### src/rtl/conv_seq_ctrl.sv
`default_nettype none
// ============================================================================
// Module   : conv_seq_ctrl
// Purpose  : Sequencer for the 5x5-map / 3x3-kernel convolution MAC datapath.
//            On start it streams 9 kernel words and 25 map words from a
//            1-cycle-latency read memory into the datapath register files,
//            then issues the 9 valid 3x3 window positions over valid/ready
//            with a bounded number of outstanding requests, and tags each
//            returned result with its window index.
// Ports    : clk, rst (sync, active-high)
//            start / busy / done             - host control
//            mem_rd_en, mem_addr, mem_rd_data - shared read memory
//            kern_wr_en, map_wr_en, wr_addr, wr_data - datapath loads
//            win_valid, win_ready, win_row, win_col  - window requests
//            res_valid, res_data             - datapath results (in order)
//            out_valid, out_data, out_index  - tagged results
//            err                             - sticky spurious-result flag
// Revision : 1.0 - initial release
// ============================================================================
module conv_seq_ctrl #(
  parameter int ADDR_W    = 6,
  parameter int KERN_BASE = 25,
  parameter int MAP_BASE  = 0,
  parameter int MAX_OUT   = 2
) (
  input  logic              clk,
  input  logic              rst,
  input  logic              start,
  output logic              busy,
  output logic              done,
  output logic              mem_rd_en,
  output logic [ADDR_W-1:0] mem_addr,
  input  logic [7:0]        mem_rd_data,
  output logic              kern_wr_en,
  output logic              map_wr_en,
  output logic [4:0]        wr_addr,
  output logic [7:0]        wr_data,
  output logic              win_valid,
  input  logic              win_ready,
  output logic [1:0]        win_row,
  output logic [1:0]        win_col,
  input  logic              res_valid,
  input  logic [7:0]        res_data,
  output logic              out_valid,
  output logic [7:0]        out_data,
  output logic [8:0]        out_index,
  output logic              err
);

  localparam logic [ADDR_W-1:0] KERN_ADDR = ADDR_W'(KERN_BASE);
  localparam logic [ADDR_W-1:0] MAP_ADDR  = ADDR_W'(MAP_BASE);
  localparam logic [2:0]        MAX_OUTST = 3'(MAX_OUT);

  typedef enum logic [2:0] {
    S_IDLE    = 3'd0,
    S_LD_KERN = 3'd1,
    S_LD_MAP  = 3'd2,
    S_LD_WAIT = 3'd3,
    S_ISSUE   = 3'd4,
    S_DRAIN   = 3'd5
  } state_t;

  state_t     state;
  state_t     state_nxt;

  logic [4:0] ld_cnt;    // element index of the current read
  logic [3:0] iss_cnt;   // windows accepted so far
  logic [2:0] outst;     // windows accepted but not yet returned
  logic [3:0] res_cnt;   // results forwarded so far
  logic       accept;
  logic       res_ok;

  // ---------------------------------------------------------------------------
  // State register
  // ---------------------------------------------------------------------------
  always_ff @(posedge clk) begin
    if (rst) begin
      state <= S_IDLE;
    end else begin
      state <= state_nxt;
    end
  end

  // ---------------------------------------------------------------------------
  // Next state and state-decoded outputs
  // ---------------------------------------------------------------------------
  always_comb begin
    state_nxt = state;
    mem_rd_en = 1'b0;
    mem_addr  = '0;
    win_valid = 1'b0;
    done      = 1'b0;
    case (state)
      S_IDLE: begin
        if (start) state_nxt = S_LD_KERN;
      end
      S_LD_KERN: begin
        mem_rd_en = 1'b1;
        mem_addr  = KERN_ADDR + ADDR_W'(ld_cnt);
        if (ld_cnt == 5'd8) state_nxt = S_LD_MAP;
      end
      S_LD_MAP: begin
        mem_rd_en = 1'b1;
        mem_addr  = MAP_ADDR + ADDR_W'(ld_cnt);
        if (ld_cnt == 5'd24) state_nxt = S_LD_WAIT;
      end
      S_LD_WAIT: begin
        // The last map word is being written this cycle.
        state_nxt = S_ISSUE;
      end
      S_ISSUE: begin
        win_valid = (outst < MAX_OUTST);
        if (win_valid && win_ready && (iss_cnt == 4'd8)) state_nxt = S_DRAIN;
      end
      S_DRAIN: begin
        if (out_valid && (out_index == 9'd8)) begin
          done      = 1'b1;
          state_nxt = S_IDLE;
        end
      end
      default: state_nxt = S_IDLE;
    endcase
  end

  assign busy   = (state != S_IDLE);
  assign accept = win_valid & win_ready;
  // A result with nothing outstanding cannot belong to any window: drop it.
  assign res_ok = res_valid && (outst != 3'd0);

  // Data is taken straight from the memory in the write cycle; gated so the
  // bus is quiet when no write is in progress.
  assign wr_data = (kern_wr_en | map_wr_en) ? mem_rd_data : 8'd0;

  // ---------------------------------------------------------------------------
  // Counters, write pipeline, window position and result tagging
  // ---------------------------------------------------------------------------
  always_ff @(posedge clk) begin
    if (rst) begin
      ld_cnt     <= '0;
      kern_wr_en <= 1'b0;
      map_wr_en  <= 1'b0;
      wr_addr    <= '0;
      iss_cnt    <= '0;
      win_row    <= '0;
      win_col    <= '0;
      outst      <= '0;
      res_cnt    <= '0;
      out_valid  <= 1'b0;
      out_data   <= '0;
      out_index  <= '0;
      err        <= 1'b0;
    end else begin
      // Load read counter: wraps between the kernel and map phases.
      if (state == S_LD_KERN) begin
        ld_cnt <= (ld_cnt == 5'd8) ? 5'd0 : ld_cnt + 5'd1;
      end else if (state == S_LD_MAP) begin
        ld_cnt <= (ld_cnt == 5'd24) ? 5'd0 : ld_cnt + 5'd1;
      end else begin
        ld_cnt <= '0;
      end

      // One-stage write pipeline: target and index follow each read.
      kern_wr_en <= (state == S_LD_KERN);
      map_wr_en  <= (state == S_LD_MAP);
      wr_addr    <= ((state == S_LD_KERN) || (state == S_LD_MAP)) ? ld_cnt : 5'd0;

      if ((state == S_IDLE) && start) begin
        iss_cnt <= '0;
        win_row <= '0;
        win_col <= '0;
        res_cnt <= '0;
      end else if (accept) begin
        iss_cnt <= iss_cnt + 4'd1;
        if (win_col == 2'd2) begin
          win_col <= 2'd0;
          win_row <= (win_row == 2'd2) ? 2'd0 : win_row + 2'd1;
        end else begin
          win_col <= win_col + 2'd1;
        end
      end

      case ({accept, res_ok})
        2'b10:   outst <= outst + 3'd1;
        2'b01:   outst <= outst - 3'd1;
        default: outst <= outst;
      endcase

      out_valid <= res_ok;
      if (res_ok) begin
        out_data  <= res_data;
        out_index <= {5'd0, res_cnt};
        res_cnt   <= res_cnt + 4'd1;
      end

      if (res_valid && (outst == 3'd0)) err <= 1'b1;
    end
  end

endmodule
`default_nettype wire

### config.mk
export PLATFORM = sky130hd
export DESIGN_NAME = conv_seq_ctrl
export DESIGN_NICKNAME = d
export VERILOG_FILES = /design/src/rtl/conv_seq_ctrl.sv
export SDC_FILE = /design/constraint.sdc
export NUM_CORES = 1
export LEC_CHECK = 0
export CORE_MARGIN = 2
export CORE_UTILIZATION = 45
export DETAILED_ROUTE_END_ITERATION = 8
export GPL_ROUTABILITY_DRIVEN = 0
export GPL_TIMING_DRIVEN = 0
export PLACE_DENSITY = 0.79
export SLEW_MARGIN = 10
export SYNTH_ARGS = -nofsm -noshare
export SYNTH_HDL_FRONTEND = slang
export SYNTH_SLANG_ARGS = --single-unit
### constraint.sdc
create_clock -name clk -period 3.69 [get_ports clk]
set_clock_uncertainty 0.15 [all_clocks]
set_input_delay 1.107 -clock clk [delete_from_list [all_inputs] [get_ports clk]]
set_output_delay 1.107 -clock clk [all_outputs]
set_load 0.005 [all_outputs]
-- Word-level counts from Yosys, hierarchy flattened
Cells that the tools add are included.
- logic and storage cells: 83
- register bits: 44
- output and inout port bits: 48
- equal/unequal tests: 18
- magnitude comparators: 1
- muxes and demuxes: 21
- add/subtract/negate cells: 8
- reductions and logical operators: 18
- bitwise gates (word level): 3
- operators by type and width (operator ; count):
    $mux 5 ; 4
    $pmux 3 s6 ; 1
    $mux 3 ; 5
    $pmux 6 s2 ; 1
    $add 4x1->4 const B ; 2
    $eq 4x4->1 const B ; 2
    $mux 4 ; 2
    $mux 8 ; 1
    $add 5x5->6 const A ; 1
    $eq 2x2->1 const B ; 3
    $eq 3x2->1 const B ; 2
    $eq 3x3->1 const B ; 2
    $logic_and 1x1->1 ; 6
    $logic_not 3->1 ; 2
    $ne 2x2->1 const B ; 3
    $pmux 3 s2 ; 1
    $reduce_bool 3->1 ; 2
    $reduce_or 2->1 ; 3
    $add 5x1->5 const B ; 1
    $eq 5x4->1 const B ; 1
    $eq 5x5->1 const B ; 1
    $reduce_and 5->1 ; 1
    $add 2x1->2 const B ; 2
    $mux 1 ; 4
    other kinds (13) ; 16

-- Logic depth before layout (Yosys ltp)
Gate-level depths: netlist (run 1).
- depth after elaboration: 5
- depth in mapped cells: 9

-- Worst setup path after synthesis (run 1)
No wires, ideal clock.
- path kind: in2reg
- start point: input port res_valid
- end point: register outst[2]
- stages: 9
- setup slack: 685 ps
- data arrival time: 2784 ps
- buffers on the path: 1
- cells stage by stage: o31ai_4 -> inv_2 -> clkbuf_1 -> ha_1 -> inv_1 -> fa_1 -> xor2_1 -> or3_1 -> a21oi_1
- word-level cells in the longest chain between the ends: 3
- elaborated cells on any way between the ends: 5
- those cells by class: eq/ne (2); mux (1); reduce/logical (2)
- ends and longest elaborated chain (what ; line ; text):
    from (decl) ; 42 ; input logic res_valid,
    $logic_and 1x1->1 (*) ; 128 ; assign res_ok = res_valid && (outst != 3'd0);
    via res_ok ; 71 ; logic res_ok;
    $eq 2x1->1 or $eq 2x2->1 (tied branches) ; 182 ; case ({accept, res_ok})
    $pmux 3 s2 or $reduce_bool 2->1 (tied branches) ; -- ;
    to (signal assigned) ; 183 ; 2'b10: outst <= outst + 3'd1;
    to (signal assigned) ; 184 ; 2'b01: outst <= outst - 3'd1;
    to (signal assigned) ; 185 ; default: outst <= outst;
    to (decl) ; 68 ; logic [2:0] outst;
Mark *: on every way through the listed nets, which the timed path passes. The rest lies on a longest branch.
A chain may end at the register's enable or synchronous reset.

-- Worst setup path after layout (run 1)
- start point: input port mem_rd_data[4]
- end point: output port wr_data[4]
- word-level cells in the longest chain between the ends: 1
- ends and longest elaborated chain (what ; line ; text):
    from (decl) ; 33 ; input logic [7:0] mem_rd_data,
    $mux 8 ; 132 ; assign wr_data = (kern_wr_en | map_wr_en) ? mem_rd_data : 8'd0;
    to (decl) ; 37 ; output logic [7:0] wr_data,
Every way passes these cells.

==> run_results.csv, run 1 <==
group,metric,value,unit
pwr,ir_worst_vdd,0.2779,mV
yosys,synthFlopType,"dfxtp_1",
run,drv_cap,0,
route,wirelength,4.409,mm
floorplan,core_area,4354,µm²
route,routedWlPerCell,11.85,µm
yosys,synthArstFlopShare,0,%
yosys,synth_compound_area_share,13.78,%
cts,clk-insertion-delay-late,0.29,ns
yosys,yosysSeqAreaShare,43.11,%
yosys,synthMuxAreaShare,1.470,%
placed_design,dpl.cell_count,365,
placed_design,pre_cts_ws,-0.1264,ns
sta,setup_viol,0,
yosys,yosys_warnings,0,
cts,numCtsBuffers,5,
yosys,synthAdderAreaFrac,4.654,%
yosys,netlist_area,2043,µm²
critical_path,cp-start-kind,"input pin",
global_routing,grt_overflow,0,
critical_path,crit_path_end_kind,"output pin",
route,vias_per_cell,5.035,
cells_and_area,area.growth.synth_to_final,40.05,%
cts,htreeDepth,2,
critical_path,worstSetupPathType,"input pin to output pin",
sta,report.final.slew_viol_count,0,
sta,hold_ws,0.3057,ns
cts,cts_tree,"built",
floorplan,chipHeight,71.38,µm
global_routing,grt_max_degree,15,
yosys,synth.distinct_cells,40,
yosys,synth-simple-area-share,26.33,%
yosys,ys_seq_elements,44,
route,dr.first_iter.drc_count,85,
cts,clock_sinks,44,
cells_and_area,diodes,0,
cells_and_area,num-nets-final,347,
floorplan,num_rows,24,
yosys,avgSynthCellArea,8.306,µm²
cts,clockBufferDepth,2,
route,postRouteAntennaNets,0,
sta,rsz0062_at_grt,"false",
route,firstDrtPassIters,4,
floorplan,dieArea,5095,µm²
global_routing,first_global_vias,1644,
sta,fin_crit_sh,93.38,%
global_routing,antenna_found_initial,0,
sta,period_minus_slack,3.446,ns
cts,cts_hold_buf,0,
critical_path,cp_max_fo,1,
cts,clockRootBuffer,"clkbuf_8",
route,post-route-drc-count,0,
critical_path,cp.arrival,2.19,ns
sta,fin_ws,0.2441,ns
yosys,synthCells,246,
worst_hold_path,hold_path_class,"flop to flop",
pwr,power_density,467.5,nW/µm²
sta,fmax,290.2,MHz
yosys,synth_top_family_by_area,"simple AND/OR/NAND/NOR gates",
cells_and_area,drive_above_1_share,6.563,%
cells_and_area,fin_cells,372,
pwr,p_leak,1.083,nW
placed_design,io_buffers,63,
outcome,status,"complete, no violations",
yosys,synth_xor_area_share,4.287,%
yosys,synth-edff-count,0,
floorplan,boundaryPins,69,
sta,tightest_slew,0.6781,ns
sta,setup_tns,0,ns
floorplan,start_util,46.93,%
cts,clkTransAtPathRegs,0.08,ns
sta,hold_viol,0,
sta,relSlewSlack,54.45,%
cts,cts_setup_buffers,0,
critical_path,required,2.43,ns
global_routing,grtUsageTotal,17.54,%
floorplan,die_width,71.38,µm
cts,ctsResizeCount,0,
route,vias,1873,
global_routing,grt_pass1_wl,7.224,mm
placed_design,dpl.hpwl,3.338,mm
## worst max-delay path, cell delays in order
cell	delay, ns
clkdlybuf4s50_1	0.44
nor2b_1	0.13
clkdlybuf4s50_1	0.51
## cell usage after synthesis (all sizes together) (2+ instances only)
cell type  count  area share [%]
nor2b         12             3.7
a21oi         27             6.6
o21ai          3            0.73
and3           2            0.61
nor3           4             1.2
nand2b         5             1.5
a22oi          5             1.8
o311ai         2            0.86
inv           12             2.2
and4b          2            0.98
mux2i          3             1.5
clkbuf         6             1.1
nand4          5             1.5
nand2         32             5.9
xnor2          3             1.3
nor2          34             6.2
xor2           7             3.0
ha             6             3.7
dfxtp         44              43
a211oi         2            0.98
nand3          5             1.2
buf            9             2.9
and2           4             1.2
## power by group
part           switching, mW  leakage [nW]  internal (mW)
registers             0.0230         0.355          0.504
logic                  0.221         0.674          0.229
clock network          0.161        0.0541          0.200
## routing by layer
layer | wire, µm | global-route usage (%) | up-vias | part of all wire (%)
li1 | - | - | 955 | -
met1 | 1992 | 22.37 | 837 | 45
met3 | 466 | 5.907 | 4 | 11
met5 | 0 | 0 | - | 0
met4 | 25 | 3.774 | 0 | 0.57
met2 | 1924 | 29.01 | 77 | 44
## area by class of cell
cell class / instances / area (µm²)
inverter: 12 / 45.04
tap: 52 / 65.06
fill: 367 / 1493
multi-input combinational: 179 / 1051
timing repair buffer: 63 / 630.6
clock buffer: 5 / 68.82
clock inverter: 3 / 42.54
buffer: 14 / 77.57
sequential: 44 / 880.8
## cells by family (layout without fill, tap and decap cells)
family | Yosys count | in the layout
and+or+nand+nor | 110 | 110
DFF | 44 | 44
other | 1 | 5
adders and majority gates | 7 | 7
muxes | 3 | 3
xor gates and xnor gates | 10 | 10
buffers and inverters | 27 | 97
AOI/OAI and AO/OA | 44 | 44
## path summary, 6_finish.rpt
path | start | endpoint | slack, ns | cells after the start
max | mem_rd_data[4] | wr_data[4] | 0.24 | 3
min | out_data[1] | out_data[1] | 0.31 | 2
max reg2reg | state[1] | outst[2] | 1.17 | 9
min reg2reg | out_data[1] | out_data[1] | 0.31 | 2
## registers in the layout (all words and copies together) (netlist names)
| register | count |
|---|---|
| err | 1 |
| iss_cnt | 4 |
| kern_wr_en | 1 |
| ld_cnt | 5 |
| map_wr_en | 1 |
| out_data | 8 |
| out_index | 4 |
| out_valid | 1 |
| outst | 3 |
| res_cnt | 4 |
| state | 3 |
| win_col | 2 |
| win_row | 2 |
| wr_addr | 5 |
## per-stage QoR
step	instance area [µm²]	total power [mW]	utilization, %
after floorplan	2058	0.7820	-
after global placement	2754	0.9792	63.25
after detailed placement	2754	0.9842	63.25
after CTS	2865	1.343	65.80
after global routing	2861	1.410	65.72
final	2861	1.338	65.72
## placed cells by master (no fill, tap or decap), drive strengths merged, types with 2 or more instances in the layout
master         synthesis  final
a211oi                 2      2
a21oi                 27     27
a22oi                  5      5
and2                   4      4
and3                   2      2
and4b                  2      2
buf                    9      9
clkbuf                 6     10
clkdlybuf4s50          0     63
conb                   1      5
dfxtp                 44     44
ha                     6      6
inv                   12     12
mux2i                  3      3
nand2                 32     32
nand2b                 5      5
nand3                  5      5
nand4                  5      5
nor2                  34     34
nor2b                 12     12
nor3                   4      4
o21ai                  3      3
o311ai                 2      2
xnor2                  3      3
xor2                   7      7
Note: power is estimated with default switching activity, not from simulation.
==> inputs of run 2 (changes only) <==
--- a/config.mk
+++ b/config.mk
@@ -9,7 +9,6 @@
 export CORE_UTILIZATION = 45
 export DETAILED_ROUTE_END_ITERATION = 8
 export GPL_ROUTABILITY_DRIVEN = 0
-export GPL_TIMING_DRIVEN = 0
 export PLACE_DENSITY = 0.79
 export SLEW_MARGIN = 10
 export SYNTH_ARGS = -nofsm -noshare
==> run_results.csv, run 2 (synthesized netlist as in run 1, its figures left out) <==
group,metric,value,unit
global_routing,antenna_found_initial,0,
route,post-route-drc-count,0,
pwr,switchingPower,407.5,µW
cts,clockRootBuffer,"clkbuf_8",
global_routing,grt_pass1_wl,7.389,mm
cells_and_area,nFillCells,396,
route,firstDrtPassIters,4,
route,dr.first_iter.drc_count,87,
floorplan,dieArea,5095,µm²
critical_path,cp-startpoint,"mem_rd_data[6]",
cells_and_area,drive_above_1_share,5.484,%
critical_path,crit_path_end_kind,"output pin",
route,vias,1860,
pwr,ir_worst_vdd,0.2776,mV
worst_hold_path,hold_path_class,"flop to flop",
pwr,p_sw_share,32.23,%
pwr,power_density,452.4,nW/µm²
cells_and_area,num-nets-final,337,
floorplan,num_rows,24,
worst_hold_path,hold_depth,2,
cts,cts_tree,"built",
sta,fmax,289.9,MHz
critical_path,cp-start-kind,"input pin",
critical_path,cp_max_fo,1,
pwr,p_leak,1.039,nW
worst_hold_path,min-delay-start,"out_data[1]",
critical_path,r2r_slack,1.24,ns
cts,numCtsBuffers,5,
critical_path,worstSetupPathType,"input pin to output pin",
cts,clockBufferDepth,2,
pwr,power.total,1.264,mW
sta,rsz0062_at_grt,"false",
cts,clk-insertion-delay-late,0.30,ns
floorplan,die_width,71.38,µm
pwr,combPwrFrac,32.3,%
critical_path,rr_startpoint,"state[1]",
sta,report.final.slew_viol_count,0,
sta,setup_tns,0,ns
pwr,seqPwrFrac,43.5,%
cts,cts_setup_buffers,0,
worst_hold_path,min_to,"out_data[1]",
cts,clock_sinks,44,
critical_path,cp.arrival,2.19,ns
cts,cts_hold_buf,0,
route,wirelength,4.373,mm
sta,tightest_slew,0.6937,ns
cells_and_area,top_register,"out_data",
cells_and_area,mostFrequentLayoutCell,"clkdlybuf4s50_1",
floorplan,core_area,4354,µm²
critical_path,reg2regPathDepth,9,
cells_and_area,diodes,0,
route,vias_per_cell,5.138,
run,drv_cap,0,
pwr,power_frac_clock,24.2,%
floorplan,chipHeight,71.38,µm
route,routedWlPerCell,12.08,µm
cts,clkTransAtPathRegs,0.09,ns
pwr,power.internal,856.9,µW
cells_and_area,final_cell_mix,"clkdlybuf4s50_1, dfxtp_1, nor2_1",
route,postRouteAntennaNets,0,
critical_path,required,2.43,ns
floorplan,start_util,46.93,%
sta,period_minus_slack,3.449,ns
sta,hold_viol,0,
floorplan,boundaryPins,69,
critical_path,r2r-end,"outst[2]",
global_routing,grtUsageTotal,17.90,%
cts,htreeDepth,2,
sta,setup_viol,0,
placed_design,dpl.hpwl,3.231,mm
cells_and_area,largest_register_ffs,8,
global_routing,first_global_vias,1638,
global_routing,grt_max_degree,29,
cts,ctsResizeCount,0,
sta,relSlewSlack,53.40,%
cells_and_area,top_regs,"out_data (8), ld_cnt (5), wr_addr (5)",
cells_and_area,area.growth.synth_to_final,36.80,%
global_routing,grt_overflow,0,
outcome,status,"complete, no violations",
placed_design,io_buffers,63,
sta,fin_crit_sh,93.47,%
-- run 2: cell count changes in the layout (fill, tap and decap cells not counted), sizes merged --
cell / previous run / this run
buf: 9 / 4
clkbuf: 10 / 5
bufinv: 1 / 0
clkinvlp: 1 / 2
-- run 2: worst max path at each step --
stage,to,slack [ns]
3_5_place_dp,wr_data[0],0.23
3_3_place_gp,wr_data[4],0.25
4_1_cts,wr_data[0],0.23
6_report,wr_data[6],0.24
5_1_grt,wr_data[3],0.17
2_1_floorplan,outst[2],0.68
-- run 2: area by class of cell --
class                      count  area, µm²  share of cell area, %
sequential                    44      880.8                  31.51
timing repair buffer          67      660.6                  23.63
tap                           52      65.06                  2.328
inverter                      12      45.04                  1.611
multi-input combinational    179       1051                  37.60
clock inverter                 3      23.77                 0.8505
clock buffer                   5      68.82                  2.462
-- run 2: stage by stage --
stage | util [%] | cell area, µm² | worst slack, ns | hold slack (ns) | instances
2_1_floorplan | - | 2058 | 0.6849 | 0.2866 | 250
3_3_place_gp | 62.07 | 2703 | 0.2504 | 0.2910 | 354
3_5_place_dp | 62.07 | 2703 | 0.2252 | 0.2980 | 354
4_1_cts | 64.20 | 2795 | 0.2252 | 0.3111 | 362
5_1_grt | 64.20 | 2795 | 0.1664 | 0.3275 | 362
6_report | 64.20 | 2795 | 0.2410 | 0.3063 | 362
-- run 2: worst max-delay path, stage by stage --
cell             delay, ns
clkdlybuf4s50_1       0.46
nor2b_1               0.12
clkdlybuf4s50_1       0.50
-- run 2: power groups by stage --
stage	logic [mW]	clock network [mW]	registers, mW
floorplan	0.247	0	0.535
global placement	0.404	0	0.560
detailed placement	0.407	0	0.561
CTS	0.411	0.315	0.550
global route	0.449	0.336	0.558
finish	0.408	0.306	0.550
-- run 2: routing by layer --
layer  global-route usage, %  part of all wire, %
met4                   5.241                 0.87
met3                   6.751                  9.8
met2                   29.12                   46
met1                   22.20                   43
met5                       0                    0
==> inputs of run 3 (changes only) <==
--- a/config.mk
+++ b/config.mk
@@ -6,10 +6,10 @@
 export NUM_CORES = 1
 export LEC_CHECK = 0
 export CORE_MARGIN = 2
-export CORE_UTILIZATION = 45
+export CORE_UTILIZATION = 41
 export DETAILED_ROUTE_END_ITERATION = 8
 export GPL_ROUTABILITY_DRIVEN = 0
-export PLACE_DENSITY = 0.79
+export PLACE_DENSITY = 0.76
 export SLEW_MARGIN = 10
 export SYNTH_ARGS = -nofsm -noshare
 export SYNTH_HDL_FRONTEND = slang
==> constraint.sdc (replaced) <==
create_clock -name clk -period 2.9 [get_ports clk]
set_clock_uncertainty 0.15 [all_clocks]
set_input_delay 0.87 -clock clk [delete_from_list [all_inputs] [get_ports clk]]
set_output_delay 0.87 -clock clk [all_outputs]
set_load 0.005 [all_outputs]
==> run_results.csv, run 3 (synthesized netlist as in run 1, its figures left out) <==
group,metric,value,unit
global_routing,grt_overflow,0,
pwr,p_sw_share,30.04,%
cells_and_area,drive_above_1_share,9.841,%
placed_design,post_dp_cell_area,2759,µm²
cts,clkTransAtPathRegs,0.08,ns
global_routing,grt_pass1_wl,7.583,mm
pwr,power.total,1.707,mW
critical_path,cp-start-kind,"flop",
floorplan,core_area,4755,µm²
pwr,combPwrFrac,32.3,%
floorplan,boundaryPins,69,
route,wirelength,4.607,mm
cts,htreeDepth,2,
route,top_layer_used,"met4",
route,firstDrtPassIters,5,
critical_path,cp.arrival,1.80,ns
critical_path,cp_max_fo,12,
cells_and_area,top_regs,"out_data (8), ld_cnt (5), wr_addr (5)",
global_routing,antenna_found_initial,0,
cts,clock_sinks,44,
route,routedWlPerCell,12.06,µm
sta,relSlewSlack,62.89,%
pwr,power_density,590.8,nW/µm²
route,vias_per_cell,5.013,
pwr,ir_worst_vdd,0.3280,mV
sta,tightest_slew,0.5546,ns
cts,clk-insertion-delay-late,0.29,ns
cells_and_area,area.growth.synth_to_final,41.46,%
global_routing,grtUsageTotal,17.51,%
cells_and_area,nFillCells,435,
cells_and_area,mostFrequentLayoutCell,"clkdlybuf4s50_1",
critical_path,required,1.88,ns
cts,clockBufferDepth,2,
route,vias,1915,
placed_design,dpl.hpwl,3.478,mm
outcome,status,"complete, no violations",
cts,cts_setup_buffers,0,
sta,period_minus_slack,2.819,ns
route,dr_wl_met2,2.232,mm
cells_and_area,top_register,"out_data",
route,dr.first_iter.drc_count,84,
floorplan,chipHeight,74.60,µm
worst_hold_path,hold_path_class,"flop to flop",
sta,hold_viol,0,
route,post-route-drc-count,0,
sta,fmax,354.7,MHz
floorplan,dieArea,5564,µm²
pwr,switchingPower,512.9,µW
cells_and_area,final_cell_mix,"clkdlybuf4s50_1, dfxtp_1, nor2_1",
floorplan,start_util,42.97,%
pwr,p_leak,1.130,nW
sta,setup_viol,0,
cells_and_area,num-nets-final,342,
floorplan,num_rows,25,
cts,clockRootBuffer,"clkbuf_8",
cells_and_area,diodes,0,
route,wl_met1,1.943,mm
cts,cts_tree,"built",
sta,rsz0062_at_grt,"false",
pwr,power_frac_clock,26.4,%
pwr,power.internal,1.195,mW
sta,fin_ws,0.08096,ns
cells_and_area,finish.instance_area,2890,µm²
placed_design,pre_cts_ws,-0.1416,ns
global_routing,first_global_vias,1745,
route,postRouteAntennaNets,0,
pwr,seqPwrFrac,41.3,%
sta,report.final.slew_viol_count,0,
cts,numCtsBuffers,5,
sta,fin_crit_sh,97.21,%
placed_design,io_buffers,63,
run,drv_cap,0,
cells_and_area,largest_register_ffs,8,
global_routing,grt_max_degree,28,
critical_path,worstSetupPathType,"flop to output pin",
critical_path,crit_path_end_kind,"output pin",
route,wl_met3,420,µm
floorplan,die_width,74.60,µm
[run 3: metal layers]
layer	vias up	track usage [%]
li1	946	-
met1	900	20.15
met2	67	31.47
met3	2	5.691
met4	0	4.167
met5	-	0
[run 3: path summary, 6_finish.rpt]
check	start	end	slack (ns)	cells past startpoint
worst max-delay path	state[1]	mem_addr[2]	0.08	5
worst min-delay path	out_data[7]	out_data[7]	0.31	2
worst max register to register	state[0]	outst[2]	0.62	10
worst min register to register	out_data[7]	out_data[7]	0.31	2
[run 3: final cells by class]
type | instances | area, µm² | share of cell area [%]
clock inverters | 2 | 35.03 | 1.212
flip-flops and latches | 44 | 890.9 | 30.82
multi-input cells | 179 | 1072 | 37.10
repair buffers | 72 | 690.7 | 23.90
clock buffers | 6 | 72.57 | 2.511
inverters | 12 | 45.04 | 1.558
well taps | 67 | 83.83 | 2.900
[run 3: timing repair]
item | 4_1_cts | 5_1_grt
cloned | 0 | 0
hold buffers | 0 | 0
gates resized for setup | 13 | 8
endpoints found under the setup margin | 10 | 6
[run 3: worst max-delay path, cell delays in order, from the launching register on]
cell,delay [ns]
dfxtp_2,0.39
nand2b_1,0.22
o21ai_0,0.20
a22oi_1,0.11
nor2_1,0.09
clkdlybuf4s50_1,0.50
[run 3: per-stage QoR]
step / std cells / setup TNS [ns] / util, % / hold slack [ns]
after CTS: 382 / 0 / 60.29 / 0.3115
after global placement: 374 / -0.6351 / 58.03 / 0.2907
after detailed placement: 374 / -0.7792 / 58.03 / 0.2998
after floorplan: 250 / 0 / - / 0.2866
after global routing: 382 / 0 / 60.79 / 0.3346
final: 382 / 0 / 60.79 / 0.3084
[run 3: power groups by stage]
stage	logic (mW)	registers, mW	clock network (mW)
after global routing	0.606	0.713	0.490
after CTS	0.556	0.698	0.464
final	0.551	0.705	0.451
after floorplan	0.315	0.680	0
after detailed placement	0.566	0.709	0
after global placement	0.556	0.708	0
